`config.mk`:
```
export PLATFORM = sky130hd
export DESIGN_NAME = vga_timing_gen
export DESIGN_NICKNAME = d
export VERILOG_FILES = /design/src/rtl/vga_pkg.sv /design/src/rtl/vga_delay_line.sv /design/src/rtl/vga_timing_gen.sv
export SDC_FILE = /design/constraint.sdc
export NUM_CORES = 1
export LEC_CHECK = 0
export ABC_AREA = 1
export BUFFER_PORTS_ARGS = -buffer_cell sky130_fd_sc_hd__buf_4
export CORE_AREA = 4 4 57 69
export DETAILED_ROUTE_END_ITERATION = 8
export DIE_AREA = 0 0 61 73
export PLACE_DENSITY_LB_ADDON = 0.15
export SLEW_MARGIN = 20
export SYNTH_ARGS = -nofsm -noshare
export SYNTH_HDL_FRONTEND = slang
export SYNTH_SLANG_ARGS = --single-unit
```
`constraint.sdc`:
```
create_clock -name i_Clk -period 1.9 [get_ports i_Clk]
set_clock_uncertainty 0.05 [all_clocks]
set_input_delay 0.19 -clock i_Clk [delete_from_list [all_inputs] [get_ports i_Clk]]
set_output_delay 0.19 -clock i_Clk [all_outputs]
set_load 0.05 [all_outputs]
```
`src/rtl/vga_pkg.sv`:
```
// vga_pkg: standard raster mode constants and counter-width helper
package vga_pkg;

    // 640x480 @ 60 Hz, 25.175 MHz pixel clock
    localparam int VGA640_H_ACTIVE = 640;
    localparam int VGA640_H_FP     = 16;
    localparam int VGA640_H_SYNC   = 96;
    localparam int VGA640_H_BP     = 48;
    localparam int VGA640_V_ACTIVE = 480;
    localparam int VGA640_V_FP     = 10;
    localparam int VGA640_V_SYNC   = 2;
    localparam int VGA640_V_BP     = 33;
    localparam bit VGA640_H_POL    = 1'b0;
    localparam bit VGA640_V_POL    = 1'b0;

    // 800x600 @ 60 Hz, 40 MHz pixel clock
    localparam int SVGA800_H_ACTIVE = 800;
    localparam int SVGA800_H_FP     = 40;
    localparam int SVGA800_H_SYNC   = 128;
    localparam int SVGA800_H_BP     = 88;
    localparam int SVGA800_V_ACTIVE = 600;
    localparam int SVGA800_V_FP     = 1;
    localparam int SVGA800_V_SYNC   = 4;
    localparam int SVGA800_V_BP     = 23;
    localparam bit SVGA800_H_POL    = 1'b1;
    localparam bit SVGA800_V_POL    = 1'b1;

    // Bits needed to represent 0..n-1
    function automatic int clog2(input int n);
        int r = 0;
        while ((1 << r) < n) r++;
        return r;
    endfunction

endpackage

```
`src/rtl/vga_delay_line.sv`:
```
// vga_delay_line: enable-gated W-bit shift register of depth D (D=0 is a wire)
module vga_delay_line #(
    parameter int           W       = 1,
    parameter int           D       = 1,
    parameter logic [W-1:0] RST_VAL = '0
) (
    input  logic         i_Clk,
    input  logic         i_Rst,
    input  logic         i_En,
    input  logic [W-1:0] i_D,
    output logic [W-1:0] o_Q
);

    if (D == 0) begin : g_pass
        logic unused_ctl;
        assign unused_ctl = ^{i_Clk, i_Rst, i_En};
        assign o_Q = i_D;
    end else begin : g_sr
        logic [D-1:0][W-1:0] sr_q;
        // Shift one stage per enabled clock; stage 0 takes the input
        always_ff @(posedge i_Clk or posedge i_Rst) begin
            if (i_Rst) begin
                sr_q <= {D{RST_VAL}};
            end else if (i_En) begin
                sr_q[0] <= i_D;
                for (int i = 1; i < D; i++) sr_q[i] <= sr_q[i-1];
            end
        end
        assign o_Q = sr_q[D-1];
    end

endmodule

```
`src/rtl/vga_timing_gen.sv`:
```
// vga_timing_gen: parametrised raster counters with registered sync/active decode and strobes
module vga_timing_gen
    import vga_pkg::*;
#(
    parameter int H_ACTIVE = VGA640_H_ACTIVE,
    parameter int H_FP     = VGA640_H_FP,
    parameter int H_SYNC   = VGA640_H_SYNC,
    parameter int H_BP     = VGA640_H_BP,
    parameter int V_ACTIVE = VGA640_V_ACTIVE,
    parameter int V_FP     = VGA640_V_FP,
    parameter int V_SYNC   = VGA640_V_SYNC,
    parameter int V_BP     = VGA640_V_BP,
    parameter bit H_POL    = VGA640_H_POL,
    parameter bit V_POL    = VGA640_V_POL,
    parameter int DELAY    = 0,
    parameter int CNT_W    = 10
) (
    input  logic             i_Clk,
    input  logic             i_Rst,
    input  logic             i_En,
    output logic [CNT_W-1:0] o_Col_Count,
    output logic [CNT_W-1:0] o_Row_Count,
    output logic             o_HSync,
    output logic             o_VSync,
    output logic             o_Active,
    output logic             o_Line_Start,
    output logic             o_Frame_Start,
    output logic             o_HSync_Dly,
    output logic             o_VSync_Dly,
    output logic             o_Active_Dly
);

    localparam int H_TOTAL  = H_ACTIVE + H_FP + H_SYNC + H_BP;
    localparam int V_TOTAL  = V_ACTIVE + V_FP + V_SYNC + V_BP;
    localparam int HS_START = H_ACTIVE + H_FP;
    localparam int HS_END   = HS_START + H_SYNC;
    localparam int VS_START = V_ACTIVE + V_FP;
    localparam int VS_END   = VS_START + V_SYNC;

    if (clog2(H_TOTAL) > CNT_W || clog2(V_TOTAL) > CNT_W) begin : g_bad_cnt_w
        $error("vga_timing_gen: CNT_W too narrow for H_TOTAL-1 or V_TOTAL-1");
    end
    if (DELAY < 0 || DELAY > 15) begin : g_bad_delay
        $error("vga_timing_gen: DELAY must be within 0..15");
    end

    logic [CNT_W-1:0] col_q, col_d, row_q, row_d;
    logic             hs_q, hs_d, vs_q, vs_d, act_q, act_d;
    logic             line_q, line_d, frame_q, frame_d;
    logic             col_wrap, row_wrap;

    // Next-state counts, then decode from those counts so outputs match the counts they accompany
    always_comb begin
        col_wrap = i_En && (int'(col_q) == H_TOTAL - 1);
        row_wrap = col_wrap && (int'(row_q) == V_TOTAL - 1);
        col_d    = col_wrap ? '0 : col_q + CNT_W'(i_En);
        row_d    = row_wrap ? '0 : row_q + CNT_W'(col_wrap);
        hs_d     = (int'(col_d) >= HS_START && int'(col_d) < HS_END) ? H_POL : ~H_POL;
        vs_d     = (int'(row_d) >= VS_START && int'(row_d) < VS_END) ? V_POL : ~V_POL;
        act_d    = int'(col_d) < H_ACTIVE && int'(row_d) < V_ACTIVE;
        line_d   = col_wrap;
        frame_d  = row_wrap;
    end

    // Register counts, decoded signals and strobes; reset state describes position (0,0)
    always_ff @(posedge i_Clk or posedge i_Rst) begin
        if (i_Rst) begin
            col_q   <= '0;
            row_q   <= '0;
            hs_q    <= ~H_POL;
            vs_q    <= ~V_POL;
            act_q   <= 1'b1;
            line_q  <= 1'b0;
            frame_q <= 1'b0;
        end else begin
            col_q   <= col_d;
            row_q   <= row_d;
            hs_q    <= hs_d;
            vs_q    <= vs_d;
            act_q   <= act_d;
            line_q  <= line_d;
            frame_q <= frame_d;
        end
    end

    assign o_Col_Count   = col_q;
    assign o_Row_Count   = row_q;
    assign o_HSync       = hs_q;
    assign o_VSync       = vs_q;
    assign o_Active      = act_q;
    assign o_Line_Start  = line_q;
    assign o_Frame_Start = frame_q;

    vga_delay_line #(
        .W      (3),
        .D      (DELAY),
        .RST_VAL({~H_POL, ~V_POL, 1'b0})
    ) u_dly (
        .i_Clk(i_Clk),
        .i_Rst(i_Rst),
        .i_En (i_En),
        .i_D  ({hs_q, vs_q, act_q}),
        .o_Q  ({o_HSync_Dly, o_VSync_Dly, o_Active_Dly})
    );

endmodule

```
==> qor.txt <==
Finished Core Util -> 64.3%
commonest cells in the synthesized netlist -> nand2_1, inv_1, nor2_1, dfrtp_1, nand3_1
CTS clk-pin slew, worst paths -> 90 ps
Setup crit end -> o_VSync$_DFF_PP1_
max frequency -> 518 MHz
crit path launch -> o_Col_Count[7]$_DFF_PP0_
initial core utilization -> 47.8%
initial antenna violation count -> 0
PnR Total Power -> 0.00238 W
setup violators final -> 1
failing checks -> setup timing
Tot GR Track Use -> 18.3%
Hold Violations, Final -> 0
share of layout cells above drive strength 1 -> 44.0%
status -> finished with violations
sequential fraction of the synthesis area -> 40.1%
Post-synth ARST share -> 100%
global-route wire length before repair -> 6.06 mm
Final period util -> 102%
internal reg-to-reg setup slack -> -30 ps
Arr. time, crit path -> 2090 ps
CP Data Required Time -> 2060 ps
Hold Slack -> 198 ps
Vias -> 1402
Die Footprint -> 0.00445 mm²
n_diodes -> 0
Primary FF master, synth -> dfrtp_1
Post-Place Cells -> 285
most frequent cell after synthesis -> nand2_1
Final Max Tran Viols -> 0
area delta synth->final -> 34.5%
CTS Buffer Depth -> 2
residual DRC count -> 0
Chip Width -> 61 µm
Post-synth EDFFs -> 0
Post-Syn Instances -> 206
Ys Warns -> 0
Clk Tree Root Cell -> clkbuf_8
synth top area cells -> dfrtp_1, nand2_1, inv_1
Reg2Reg Depth -> 14
TritonRoute pass-1 iters -> 4
die height -> 73 µm
initial drt markers -> 55
cell taking the most area after synthesis -> dfrtp_1
Tmin final -> 1930 ps
RSZ-0062 raised after global routing -> true
clock sink total -> 25
CTS tree -> done
worst vdd ir -> 0.959 mV
Detailed Place HPWL -> 2.84 mm
syn_area_per_cell -> 7.62 µm²
core area -> 0.00328 mm²
final RePlAce weighted congestion -> 0.909
Ports -> 31
Rel. slew slack -> 69.2%
top-area cell type share of the netlist area -> 35.1%
Hold Crit Class -> in -> reg
Vias/cell -> 4.74
CTS H-tree depth -> 1
CP Launch Type -> register
worst setup margin -> -31.2 ps
critical path peak fanout -> 4
ANT nets after route -> 0
Post-Syn Area -> 0.00157 mm²
gr ovfl total -> 0
IO Port Bufs -> 30
number of max-cap violations -> 0
worst reg2reg startpoint -> o_Col_Count[7]$_DFF_PP0_
r2r endpoint -> o_VSync$_DFF_PP1_
pin count of the biggest net entering global routing -> 15
critical path class -> reg -> reg
wirelength, routed -> 3.55 mm
site row count -> 23
vias in the first global route -> 1355
Avg WL per Cell -> 12.0 µm
synthesized flop and latch total -> 25
TritonCTS buffer count -> 3
leakage power -> 1.17 nW
Skew-Pair Late Insertion Delay -> 270 ps
Total Nets Final -> 267
post-synth cell types -> 23
Worst Tran Pin Value -> 462 ps
CP Capture Type -> register
Pwr Density -> 1130 mW/mm²
post-synth net total -> 213
final std cells w/o fill -> 296
-- logic make-up after synthesis --
logic type | synth area share, %
and+or+nand+nor | 41.9
buffers and inverters | 11.5
DFF | 40.1
AOI/OAI and AO/OA | 1.67
adders and majority gates | 3.19
xor gates and xnor gates | 1.67
-- critical path: stages (launching register included) --
cell,delay [ps]
dfrtp_2,410
inv_2,60
nand2_2,60
nor2_4,140
nand2_4,70
nor2_8,90
ha_4,160
ha_4,140
inv_2,40
nor2_4,120
nand2_2,70
a21oi_2,130
nand4_1,130
nor2_2,130
nand2_1,60
-- worst min path at each step --
stage,from,end,slack [ps],cells past startpoint
2_1_floorplan,i_Rst,o_Frame_Start$_DFF_PP0_,160,1
3_3_place_gp,i_Rst,o_Col_Count[7]$_DFF_PP0_,190,2
3_5_place_dp,i_Rst,o_Col_Count[7]$_DFF_PP0_,190,2
4_1_cts,i_En,o_Col_Count[0]$_DFF_PP0_,190,4
5_1_grt,i_En,o_Col_Count[0]$_DFF_PP0_,200,4
6_report,i_En,o_Col_Count[0]$_DFF_PP0_,200,4
-- power breakdown --
group	switching [W]	internal [W]	leakage, nW	total [W]
Sequential	0.0000848	0.000663	0.265	0.000748
Clock	0.000173	0.000147	0.0255	0.000320
Combinational	0.000858	0.000459	0.880	0.00132
-- registers in the layout (all words and copies together) (netlist names) --
register,flops
o_VSync,1
o_Col_Count,10
o_HSync,1
o_Frame_Start,1
o_Row_Count,10
o_Line_Start,1
o_Active,1
-- layout by cell type (no fill, tap or decap), drive strengths merged --
cell	n
xor2	3
nand2	61
clkinv	1
nand3	19
dlygate4sd3	1
dfrtp	22
buf	51
clkbuf	3
nor3	1
o21bai	1
nand3b	1
dfstp	3
nand4	6
nor2	37
o21ai	1
inv	42
ha	4
a21oi	2
-- cell type report --
class / count / area [µm²]
fillers: 309 / 1170
flip-flops and latches: 25 / 642
repair buffers: 52 / 393
inverters: 42 / 158
clock inverters: 1 / 5.00
well taps: 37 / 46.3
clock buffers: 3 / 41.3
multi-input cells: 136 / 826
-- repair_timing --
item	in CTS	in global routing
hold buffers	1	0
endpoints found under the hold margin	8	0
pin swaps	5	11
buffers inserted	2	4
cloned	0	0
resized for setup	4	8
setup endpoints to repair	2	2
-- metrics by stage --
stage / setup TNS, ps / cell area [µm²] / worst slack (ps)
2_1_floorplan: -420 / 1610 / -221
3_3_place_gp: -39.5 / 1970 / -39.5
3_5_place_dp: -70.2 / 1970 / -70.1
4_1_cts: 0 / 2050 / 3.00
5_1_grt: -303 / 2110 / -196
6_report: -31.2 / 2110 / -31.2
-- routing by layer --
layer / wire length [µm] / vias to the layer above / global-route usage, %
li1: - / 730 / -
met3: 140 / 9 / 2.30
met4: 99 / 0 / 9.16
met1: 1540 / 637 / 23.3
met5: 0 / - / 0
met2: 1780 / 26 / 30.0
(Power assumes the default switching activity.)
